===== config.mk =====
export PLATFORM = sky130hd
export DESIGN_NAME = memory_access
export DESIGN_NICKNAME = d
export VERILOG_FILES = /design/src/rtl/memory_access.sv
export SDC_FILE = /design/constraint.sdc
export NUM_CORES = 1
export LEC_CHECK = 0
export ABC_CLOCK_PERIOD_IN_PS = 6160
export BUFFER_PORTS_ARGS = -buffer_cell sky130_fd_sc_hd__buf_4
export CAP_MARGIN = 15
export CELL_PAD_IN_SITES_DETAIL_PLACEMENT = 2
export CELL_PAD_IN_SITES_GLOBAL_PLACEMENT = 2
export CORE_MARGIN = 2
export CORE_UTILIZATION = 31
export CTS_CLUSTER_SIZE = 14
export DETAILED_ROUTE_END_ITERATION = 10
export GPL_TIMING_DRIVEN = 1
export PLACE_DENSITY = 0.83
export SLEW_MARGIN = 10
export SYNTH_ARGS = -nofsm -noshare
export SYNTH_HDL_FRONTEND = slang
export SYNTH_SLANG_ARGS = --single-unit

===== constraint.sdc =====
create_clock -name clk -period 6.16 [get_ports clk]
set_clock_uncertainty 0.05 [all_clocks]
set_input_delay 0.616 -clock clk [delete_from_list [all_inputs] [get_ports clk]]
set_output_delay 0.616 -clock clk [all_outputs]
set_load 0.005 [all_outputs]

===== src/rtl/memory_access.sv =====
// rtl/memory_access.sv - data-memory access pipeline stage with req/ready handshake
//
// Sits downstream of execute. Non-memory instructions pass straight to the
// output register in one cycle. Loads and stores are issued on the
// mem_req/mem_ready handshake while upstream is stalled. The stage returns
// aligned, extended load data to write-back, or a hiccup for stores, for
// misaligned accesses and for timed-out accesses.
//
// Ports:
//   clk, reset                      clock, synchronous active-high reset
//   result_input                    ALU result / effective address
//   rs2_value_input                 store data
//   read_status_input               load size  (00 none, 01 byte, 10 half, 11 word)
//   write_status_input              store size (same encoding)
//   load_signed_input               1 = sign-extend loads
//   destination_register_number_input, write_back_type_input, pc_input
//   stall                           upstream holds its inputs while 1
//   mem_req/mem_we/mem_addr/mem_wdata/mem_wstrb, mem_ready/mem_rdata  memory port
//   result_output, destination_register_number_output,
//   write_back_type_output, pc_output          write-back register
//   value_forward, register_forward, forward_enable  forwarding bus
//   misaligned, bus_error           one-cycle error pulses

`ifndef WB_HICCUP
`define WB_HICCUP 2'b00
`endif

module memory_access #(
  parameter int TIMEOUT_CYCLES = 16
) (
  input  logic        clk,
  input  logic        reset,
  input  logic [31:0] result_input,
  input  logic [31:0] rs2_value_input,
  input  logic [1:0]  read_status_input,
  input  logic [1:0]  write_status_input,
  input  logic        load_signed_input,
  input  logic [4:0]  destination_register_number_input,
  input  logic [1:0]  write_back_type_input,
  input  logic [31:0] pc_input,
  output logic        stall,
  output logic        mem_req,
  output logic        mem_we,
  output logic [31:0] mem_addr,
  output logic [31:0] mem_wdata,
  output logic [3:0]  mem_wstrb,
  input  logic        mem_ready,
  input  logic [31:0] mem_rdata,
  output logic [31:0] result_output,
  output logic [4:0]  destination_register_number_output,
  output logic [1:0]  write_back_type_output,
  output logic [31:0] pc_output,
  output logic [31:0] value_forward,
  output logic [4:0]  register_forward,
  output logic        forward_enable,
  output logic        misaligned,
  output logic        bus_error
);

  typedef enum logic {IDLE, ACCESS} state_t;

  // The abort fires on the ACCESS edge where the count would reach TIMEOUT_CYCLES.
  localparam logic [31:0] TIMEOUT_LAST =
    (TIMEOUT_CYCLES == 0) ? 32'd0 : 32'(TIMEOUT_CYCLES - 1);

  state_t      state;
  logic [31:0] timeout_count;

  // Attributes of the outstanding access, latched at issue.
  logic [1:0]  size_q;
  logic        sign_q;
  logic        store_q;
  logic [1:0]  offset_q;
  logic [4:0]  rd_q;
  logic [31:0] pc_q;
  logic [1:0]  type_q;

  // Decode of the instruction currently presented by execute.
  logic        store_in;
  logic [1:0]  size_in;
  logic        mem_op_in;
  logic        aligned_in;
  logic [3:0]  wstrb_in;
  logic [31:0] wdata_in;

  always_comb begin
    store_in   = (write_status_input != 2'b00);
    size_in    = store_in ? write_status_input : read_status_input;
    // A bubble never touches memory, whatever its status fields say.
    mem_op_in  = (write_back_type_input != `WB_HICCUP) && (size_in != 2'b00);
    aligned_in = 1'b1;
    wstrb_in   = 4'b0000;
    wdata_in   = rs2_value_input;
    case (size_in)
      2'b01: begin
        wstrb_in = 4'b0001 << result_input[1:0];
        wdata_in = {4{rs2_value_input[7:0]}};
      end
      2'b10: begin
        aligned_in = ~result_input[0];
        wstrb_in   = result_input[1] ? 4'b1100 : 4'b0011;
        wdata_in   = {2{rs2_value_input[15:0]}};
      end
      2'b11: begin
        aligned_in = (result_input[1:0] == 2'b00);
        wstrb_in   = 4'b1111;
      end
      default: ;
    endcase
  end

  // Lane selection and extension of the returned load word.
  logic [7:0]  load_byte;
  logic [15:0] load_half;
  logic [31:0] load_value;

  always_comb begin
    case (offset_q)
      2'd0:    load_byte = mem_rdata[7:0];
      2'd1:    load_byte = mem_rdata[15:8];
      2'd2:    load_byte = mem_rdata[23:16];
      default: load_byte = mem_rdata[31:24];
    endcase
    load_half = offset_q[1] ? mem_rdata[31:16] : mem_rdata[15:0];
    case (size_q)
      2'b01:   load_value = {{24{sign_q & load_byte[7]}}, load_byte};
      2'b10:   load_value = {{16{sign_q & load_half[15]}}, load_half};
      default: load_value = mem_rdata;
    endcase
  end

  always_ff @(posedge clk) begin
    if (reset) begin
      state                              <= IDLE;
      timeout_count                      <= 32'd0;
      size_q                             <= 2'b00;
      sign_q                             <= 1'b0;
      store_q                            <= 1'b0;
      offset_q                           <= 2'b00;
      rd_q                               <= 5'd0;
      pc_q                               <= 32'd0;
      type_q                             <= `WB_HICCUP;
      stall                              <= 1'b0;
      mem_req                            <= 1'b0;
      mem_we                             <= 1'b0;
      mem_addr                           <= 32'd0;
      mem_wdata                          <= 32'd0;
      mem_wstrb                          <= 4'b0000;
      result_output                      <= 32'd0;
      destination_register_number_output <= 5'd0;
      write_back_type_output             <= `WB_HICCUP;
      pc_output                          <= 32'd0;
      forward_enable                     <= 1'b0;
      misaligned                         <= 1'b0;
      bus_error                          <= 1'b0;
    end else begin
      misaligned <= 1'b0;
      bus_error  <= 1'b0;
      case (state)
        IDLE: begin
          if (!mem_op_in) begin
            result_output                      <= result_input;
            destination_register_number_output <= destination_register_number_input;
            write_back_type_output             <= write_back_type_input;
            pc_output                          <= pc_input;
            forward_enable <= (write_back_type_input != `WB_HICCUP) &&
                              (destination_register_number_input != 5'd0);
          end else if (!aligned_in) begin
            misaligned             <= 1'b1;
            write_back_type_output <= `WB_HICCUP;
            forward_enable         <= 1'b0;
          end else begin
            size_q                 <= size_in;
            sign_q                 <= load_signed_input;
            store_q                <= store_in;
            offset_q               <= result_input[1:0];
            rd_q                   <= destination_register_number_input;
            pc_q                   <= pc_input;
            type_q                 <= write_back_type_input;
            mem_req                <= 1'b1;
            stall                  <= 1'b1;
            mem_we                 <= store_in;
            mem_addr               <= {result_input[31:2], 2'b00};
            mem_wdata              <= store_in ? wdata_in : 32'd0;
            mem_wstrb              <= store_in ? wstrb_in : 4'b0000;
            write_back_type_output <= `WB_HICCUP;
            forward_enable         <= 1'b0;
            timeout_count          <= 32'd0;
            state                  <= ACCESS;
          end
        end
        ACCESS: begin
          if (mem_ready) begin
            mem_req   <= 1'b0;
            stall     <= 1'b0;
            mem_we    <= 1'b0;
            mem_wstrb <= 4'b0000;
            state     <= IDLE;
            if (!store_q) begin
              result_output                      <= load_value;
              destination_register_number_output <= rd_q;
              write_back_type_output             <= type_q;
              pc_output                          <= pc_q;
              forward_enable <= (type_q != `WB_HICCUP) && (rd_q != 5'd0);
            end else begin
              write_back_type_output <= `WB_HICCUP;
              forward_enable         <= 1'b0;
            end
          end else if ((TIMEOUT_CYCLES != 0) && (timeout_count == TIMEOUT_LAST)) begin
            mem_req                <= 1'b0;
            stall                  <= 1'b0;
            mem_we                 <= 1'b0;
            mem_wstrb              <= 4'b0000;
            bus_error              <= 1'b1;
            write_back_type_output <= `WB_HICCUP;
            forward_enable         <= 1'b0;
            state                  <= IDLE;
          end else begin
            timeout_count <= timeout_count + 32'd1;
          end
        end
        default: state <= IDLE;
      endcase
    end
  end

  // Forwarding bus is a direct view of the write-back register.
  assign value_forward    = result_output;
  assign register_forward = destination_register_number_output;

endmodule

=== Word-level counts from Yosys, hierarchy flattened ===
Index checks and enable logic that the tools add are counted.

* Bits in registers: 220
* Input port bits: 143
* Word-level logic and storage cells: 117

* Reductions and logical operators: 17
* Add/subtract/negate cells: 1
* Mux-type cells: 56
* Shift operators: 1
* Equality and inequality tests: 16
* Bitwise logic cells: 5

{| class="wikitable"
|+ Operators by type and width
! operator !! number
|-
| 32-bit two-way mux || 11
|-
| 32-bit one-hot mux with 2 select lines || 5
|-
| 32-bit by 1-bit adder with 32-bit output (second input constant) || 1
|-
| 32-bit by 4-bit equality test with 1-bit output (second input constant) || 1
|-
| 4-bit two-way mux || 6
|-
| 8-bit one-hot mux with 3 select lines || 1
|-
| 16-bit two-way mux || 1
|-
| 1-bit two-way mux || 15
|-
| 5-bit two-way mux || 3
|-
| 2-bit != test (second input constant) || 7
|-
| 4-bit one-hot mux with 3 select lines || 1
|-
| 2-bit two-way mux || 5
|-
| 1-bit one-hot mux with 2 select lines || 5
|-
| 5-bit one-hot mux with 2 select lines || 1
|-
| 5-bit nonzero test || 2
|-
| 3-bit AND reduction || 3
|-
| 2-bit equality test (second input constant) || 4
|-
| 4-bit one-hot mux with 2 select lines || 1
|-
| 2-bit nonzero test || 4
|-
| 2-bit by 1-bit equality test with 1-bit output (second input constant) || 3
|-
| 3-bit OR reduction || 2
|-
| 2-bit zero test || 2
|-
| 2-bit one-hot mux with 2 select lines || 1
|-
| 4-bit AND reduction || 1
|-
| 5 further kinds || 10
|}

=== Longest topological paths before layout ===
Gate-level depths: netlist of the first run.

* Depth in word-level cells: 8
* Depth in mapped cells: 12
* Gate-level depth less buffers: 10

=== Worst setup path before layout of the first run ===
Ideal clock, no wire load.

* Path type: input to register
* Start point: in write_status_input[0]
* End point: reg mem_wdata[16]
* Stages on the path: 10
* Arrival time: 2.372 ns
* Setup slack: 3.669 ns
* Cells stage by stage: inv_1 -> a21oi_1 -> inv_1 -> ha_1 -> o22ai_2 -> nand2_2 -> or3_1 -> buf_2 -> buf_2 -> o21ai_1

* Longest elaborated chain between the ends: 5
* Elaborated cells between the ends (all ways): 11

{| class="wikitable"
|+ Ends and longest elaborated chain
! what !! line !! RTL
|-
| from (decl) || 36 || <nowiki>input logic [1:0] write_status_input,</nowiki>
|-
| 2-bit nonzero test (*) || 87 || <nowiki>store_in = (write_status_input != 2'b00);</nowiki>
|-
| 2-bit two-way mux (*) || 88 || <nowiki>size_in = store_in ? write_status_input : read_status_input;</nowiki>
|-
| net size_in[1] || 80 || <nowiki>logic [1:0] size_in;</nowiki>
|-
| 2-bit equality test (tied with other cells) || 94 || <nowiki>case (size_in)</nowiki>
|-
| 1-bit one-hot mux with 2 select lines (tied with other cells) || 94 ||
|-
| 3-bit AND reduction (no line) or 32-bit two-way mux (tied branches) || - ||
|-
| to (signal assigned) || 184 || <nowiki>mem_wdata <= store_in ? wdata_in : 32'd0;</nowiki>
|-
| to (decl) || 45 || <nowiki>output logic [31:0] mem_wdata,</nowiki>
|}

Mark *: on every way through the listed nets, which the timed path passes. The rest lies on a longest branch.
A chain may end at the register's enable or synchronous reset.

=== Final worst setup path of the first run ===
* Start point: in read_status_input[0]
* End point: reg mem_wdata[15]

* Longest elaborated chain between the ends: 4
* Elaborated cells between the ends (all ways): 10

{| class="wikitable"
|+ Ends and longest elaborated chain
! what !! line !! RTL
|-
| from (decl) || 35 || <nowiki>input logic [1:0] read_status_input,</nowiki>
|-
| 2-bit two-way mux (*) || 88 ||
|-
| 2-bit equality test (tied with other cells) || 94 ||
|-
| 1-bit one-hot mux with 2 select lines (tied with other cells) || 94 ||
|-
| 3-bit AND reduction (no line) or 32-bit two-way mux (tied branches) || - ||
|}

Mark *: on every way between the ends. The rest lies on a longest branch, timed or not.

==> results of run 1 <==
metrics by stage:
stage	utilization [%]	instance area [um2]	instances
final	41.7	13200	1864
after global placement	38.8	12300	1817
after global routing	41.7	13200	1864
after CTS	41.7	13200	1864
after floorplan	-	10000	1217
after detailed placement	38.8	12300	1817
sequential cells by signal, summed over array words and instances (netlist names), 2 cells and up:
register	count
mem_wdata	32
pc_output	32
pc_q	32
result_output	32
timeout_count	32
mem_addr	30
destination_register_number_output	5
rd_q	5
mem_wstrb	4
offset_q	2
size_q	2
type_q	2
write_back_type_output	2
power by group through the flow:
stage,Combinational [mW],Clock (mW),Sequential [mW]
detailed placement,0.846,0,1.69
global placement,0.814,0,1.68
global route,0.928,1.76,1.67
CTS,0.856,1.70,1.66
finish,0.842,1.65,1.66
floorplan,0.480,0,1.65
routing by layer:
layer  vias to the layer above  wire [um]
li1                       4637          -
met1                      4850      17000
met2                       254      19700
met3                        43       1790
met4                         0        684
met5                         -          0
area by class of cell:
cell class | count | area [um2] | area share, %
repair buffers | 330 | 2480 | 18.8
well taps | 402 | 503 | 3.81
multi-input cells | 837 | 4770 | 36.2
clock inverters | 12 | 164 | 1.24
inverters | 28 | 110 | 0.835
flip-flops and latches | 220 | 4410 | 33.4
clock buffers | 35 | 756 | 5.73
cells in the mapped netlist (all sizes together), types with 5 or more instances:
cell	n	share of area (%)
nand2	239	9.0
dfxtp	220	44
a21oi	137	6.9
nor2	105	3.9
buf	76	4.8
clkbuf	56	2.5
a211oi	48	3.6
mux2i	37	3.7
nand3	30	1.5
inv	28	1.1
o21ai	28	1.4
a22o	24	2.1
nand2b	19	1.2
o2111ai	16	1.4
xnor2	15	1.3
xor2	14	1.2
nor4	13	0.81
nand4	12	0.81
nor3b	11	0.83
a221oi	9	0.85
a221o	8	0.80
a22oi	8	0.60
nor3	8	0.63
o211ai	8	0.60
o221ai	8	0.70
ha	7	0.88
nor2b	5	0.31
logic make-up (layout without fill, tap and decap cells):
group           Yosys count  count (layout)  synth area share [%]
compound gates          303             303                  19.9
xor+xnor                 29              29                  2.54
fa+ha+maj                 7               7                 0.876
buf+inv                 160             405                  8.42
flops                   220             220                  44.1
mux                      38              38                  3.93
other cells               1               2                0.0375
simple gates            458             458                  20.2
worst max-delay path, cell delays in order:
cell and delay, ns:
buf_4 0.11, a21oi_1 0.36, ha_1 0.57, nor2b_1 0.12
o22ai_2 0.29, nand2_4 0.57, or3_1 0.92, nor2_1 0.30
a22o_1 0.18
final timing paths:
check / from / to / cells past startpoint
worst min-delay path: rs2_value_input[4] / mem_wdata[4] / 2
worst max-delay path: read_status_input[0] / mem_wdata[15] / 9
worst max register to register: state / mem_wdata[15] / 5
worst min register to register: pc_q[24] / pc_q[24] / 2
==> run metrics, run 1 <==
drc violations=0; Resize count post-CTS=0; IO Pins=325; setup total negative slack=0 ns; Slew @ Worst Pin=approximately 1.1 ns; post-route ant nets=0; ANT cells=0; sequential share of the synthesized area=between 40 and 50%; Worst Path Arrival=4.03 ns; Tcrit/Tclk final=between 50 and 60%; clock power share=39.8%; Worst Hold Class=primary input to flop; Internal Power=2.94 mW; Final #Nets=roughly 1600; final hold violation count=0; die height=around 180 um; Worst-Skew Late Latency=between 0.5 and 0.6 ns; CTS root buf=clkbuf_16; Leak=roughly 5.5 nW; dpl ws=1.85 ns; area of the mapped netlist=around 10000 um2; commonest cells after routing, fill and taps aside=buf_4, nand2_1, dfxtp_1, a21oi_1, nor2_1; fraction of met1 tracks used by global routing=between 20% and 30%; Setup-failing EPs final=0; grt met2 use=about two fifths; pwr dens=~310 nW/um2; cts hold-fix bufs=0; Avg WL per Cell=21.0 um; Crit. End Element=flop; largest net degree at the start of global routing=between 90 and 100; initial antenna violation count=0; core outline area=around 32000 um2; crit path max fanout=81; Worst Path Required=6.58 ns; ys flop type=dfxtp_1; Clock Path Buffers=3; DR vias=approximately 10000; remaining global-route overflow=0; H-tree Lvls=1; post-DR vias/cell=roughly 5.2; R2R setup slack=3.10 ns; total track usage=between 20% and 30%; Port Buffers=322; run status=finished clean; Die ar.=between 30000 and 40000 um2; Area Growth Syn to Fin=32.0%; DP Wirelength=between 20000 and 30000 um; Logic pwr share=between 20 and 25%; total wire length=a little under 40000 um; Sw Share=29.1%; Global Route met3 Usage=around 3.3%; Worst-path clk slew=approximately 0.060 ns; number of global-route vias before repair=approximately 10000; Max Clk Rate=0.277 GHz; Cells after Synth=roughly 1200; Hold WS=between 0.2 and 0.3 ns; Crit Path Class=primary input to flop; worst rel slew slack=about 28%; Fillers=roughly 3600; Num CTS Buffers=26; unrepaired setup endpoints after global routing=false; CP Launch Type=primary input; CTS tree=done; Sink Count=220; Initial Utilization=roughly a third; Row Count=65; Iter 0 DRT Violations=460; final slew viol count=0; Psw=1.21 mW; post-CTS setup buffer count=0; DRT Pass-1 Iters=4; first-pass GRT wire length=60400 um; PnR Total Power=4.15 mW; gp weighted congestion=about 0.81; Sequential Power Share=between 30% and 40%; layout cells sized above 1=between 20% and 30%; Syn. warnings=0; commonest non-fill, non-tap cell in the layout=buf_4; Synth async-reset ratio=0%; EDFF count, synth=0; Most Used Layer, Global Route=met2; clock period minus worst slack=between 3 and 4 ns; Yosys cell types=55; max-cap violations=0; flops & latches, synth=220; VDD IR max=roughly 0.00019 V; Setup WS post-layout=2.55 ns; mean area per synthesized cell=8.22 um2; die width=184 um
(Power assumes the default switching activity.)
==> inputs of run 2 (changes only) <==
ABC_CLOCK_PERIOD_IN_PS = 3500   (was 6160)
CORE_UTILIZATION = 29   (was 31)
PLACE_DENSITY = 0.78   (was 0.83)
clock period = 3.5 ns   (was 6.16 ns; I/O delays follow)
==> run metrics, run 2 (same netlist as run 1, synthesis figures left out) <==
run status=finished clean; remaining global-route overflow=0; commonest non-fill, non-tap cell in the layout=buf_4; Leak=between 5 and 6 nW; drc violations=0; Crit. End Element=flop; die height=approximately 190 um; Worst Hold End=mem_wdata[4]; CTS root buf=clkbuf_16; Worst Hold Class=primary input to flop; Worst Path Required=between 3 and 4 ns; R2R cell count=7; DR vias=9741; total wire length=roughly 39000 um; Tcrit/Tclk final=a little under three quarters; Top Family by Delay on Critical Path=compound AO/OA/AOI/OAI gates; CP Cell Sequence=ha_1, and3_1, nand4_1, o21ai_2, o21ai_1, a21oi_1, nor2_1; Buf/Inv on CP=0; total track usage=20.8%; final core occ=between 30% and 40%; hold_sp=rs2_value_input[4]; Initial Utilization=~30%; Max Clk Rate=around 0.4 GHz; die width=190 um; Slew @ Worst Pin=slightly above 1 ns; Hold WS=0.0266 ns; CP Launch Type=flop; Final #Nets=~1600; setup total negative slack=0 ns; CP max stage cell=o21ai_2; largest net degree at the start of global routing=about 110; Worst-path clk slew=0.06 ns; DRT Pass-1 Iters=5; Crit path largest cell delay=between 0.4 and 0.5 ns; pwr dens=~540 nW/um2; Sink Count=between 200 and 250; number of global-route vias before repair=between 10000 and 15000; RR Endpoint=mem_req; post-route ant nets=0; Area Growth Syn to Fin=33.2%; R2R setup slack=about 1 ns; Worst-Skew Late Latency=~0.53 ns; initial antenna violation count=1; first-pass GRT wire length=59400 um; Crit Path Class=flop to flop; WHS Path Cells=2; gp weighted congestion=roughly 0.79; IO Pins=~330; Resize count post-CTS=0; final slew viol count=0; unrepaired setup endpoints after global routing=false; Setup-failing EPs final=0; post-DR vias/cell=5.07; Row Count=67; max-cap violations=0; H-tree Lvls=1; DP Wirelength=roughly 28000 um; crit path max fanout=8; Die ar.=between 30000 and 40000 um2; VDD IR max=0.000362 V; commonest cells after routing, fill and taps aside=buf_4, nand2_1, dfxtp_1, a21oi_1, nor2_1; Port Buffers=roughly 320; clock period minus worst slack=2.48 ns; Clock Path Buffers=3; layout cells sized above 1=roughly 27%; core outline area=approximately 34000 um2; Num CTS Buffers=26; CTS tree=done; Avg WL per Cell=~20 um; worst rel slew slack=a little under a third; final hold violation count=0; RR Startpoint=timeout_count[0]; Worst Path Arrival=between 2 and 3 ns; Iter 0 DRT Violations=~470
==> run 2: cell count changes in the layout (fill, tap and decap cells not counted), sizes merged <==
cell / delta
dlygate4sd3: +1
buf: +10
bufinv: -2
clkinv: -1
diode: +1
clkbuf: +2
==> run 2: layout make-up <==
cell class                 instances  area, um2
fill                            3846      20400
multi-input combinational        837       4770
sequential                       220       4410
timing repair buffer             341       2600
clock buffer                      37        763
tap                              448        561
inverter                          28        110
clock inverter                     9       95.1
antenna                            1       2.50
==> run 2: worst max path at each step <==
stage                               end                  start  cells after the start
final                           mem_req       timeout_count[0]                      7
after global routing            mem_req       timeout_count[0]                      7
after CTS                       mem_req       timeout_count[0]                      7
after detailed placement   mem_wdata[8]   read_status_input[0]                      9
after global placement     mem_wdata[8]   read_status_input[0]                      9
after floorplan           mem_wdata[16]  write_status_input[0]                     10
==> run 2: what timing repair did <==
action,in CTS,in global routing
setup endpoints to repair,0,0
hold buffers,1,0
endpoints found under the hold margin,1,0
buffers inserted,0,0
==> run 2: where the power goes <==
group          internal (mW)  switching (mW)
registers               2.73           0.161
clock network           1.65            1.09
logic                  0.677           0.836
total                   5.06            2.09
==> run 2: metrics by stage <==
stage	std cells	cell area, um2	total power [mW]	setup WS [ns]
after floorplan	1217	10000	3.75	1.28
after global placement	1873	12400	4.42	0.635
after detailed placement	1873	12400	4.47	0.460
after CTS	1920	13300	7.24	0.988
after global routing	1921	13300	7.50	0.767
final	1921	13300	7.14	1.02
==> run 2: routing by layer <==
layer  routed length [um]  vias to the layer above  track usage, %
li1                     -                     4653               -
met1                16500                     4783            25.3
met2                19500                      249            38.1
met3                 1700                       56            3.14
met4                  968                        0            5.49
met5                    0                        -               0
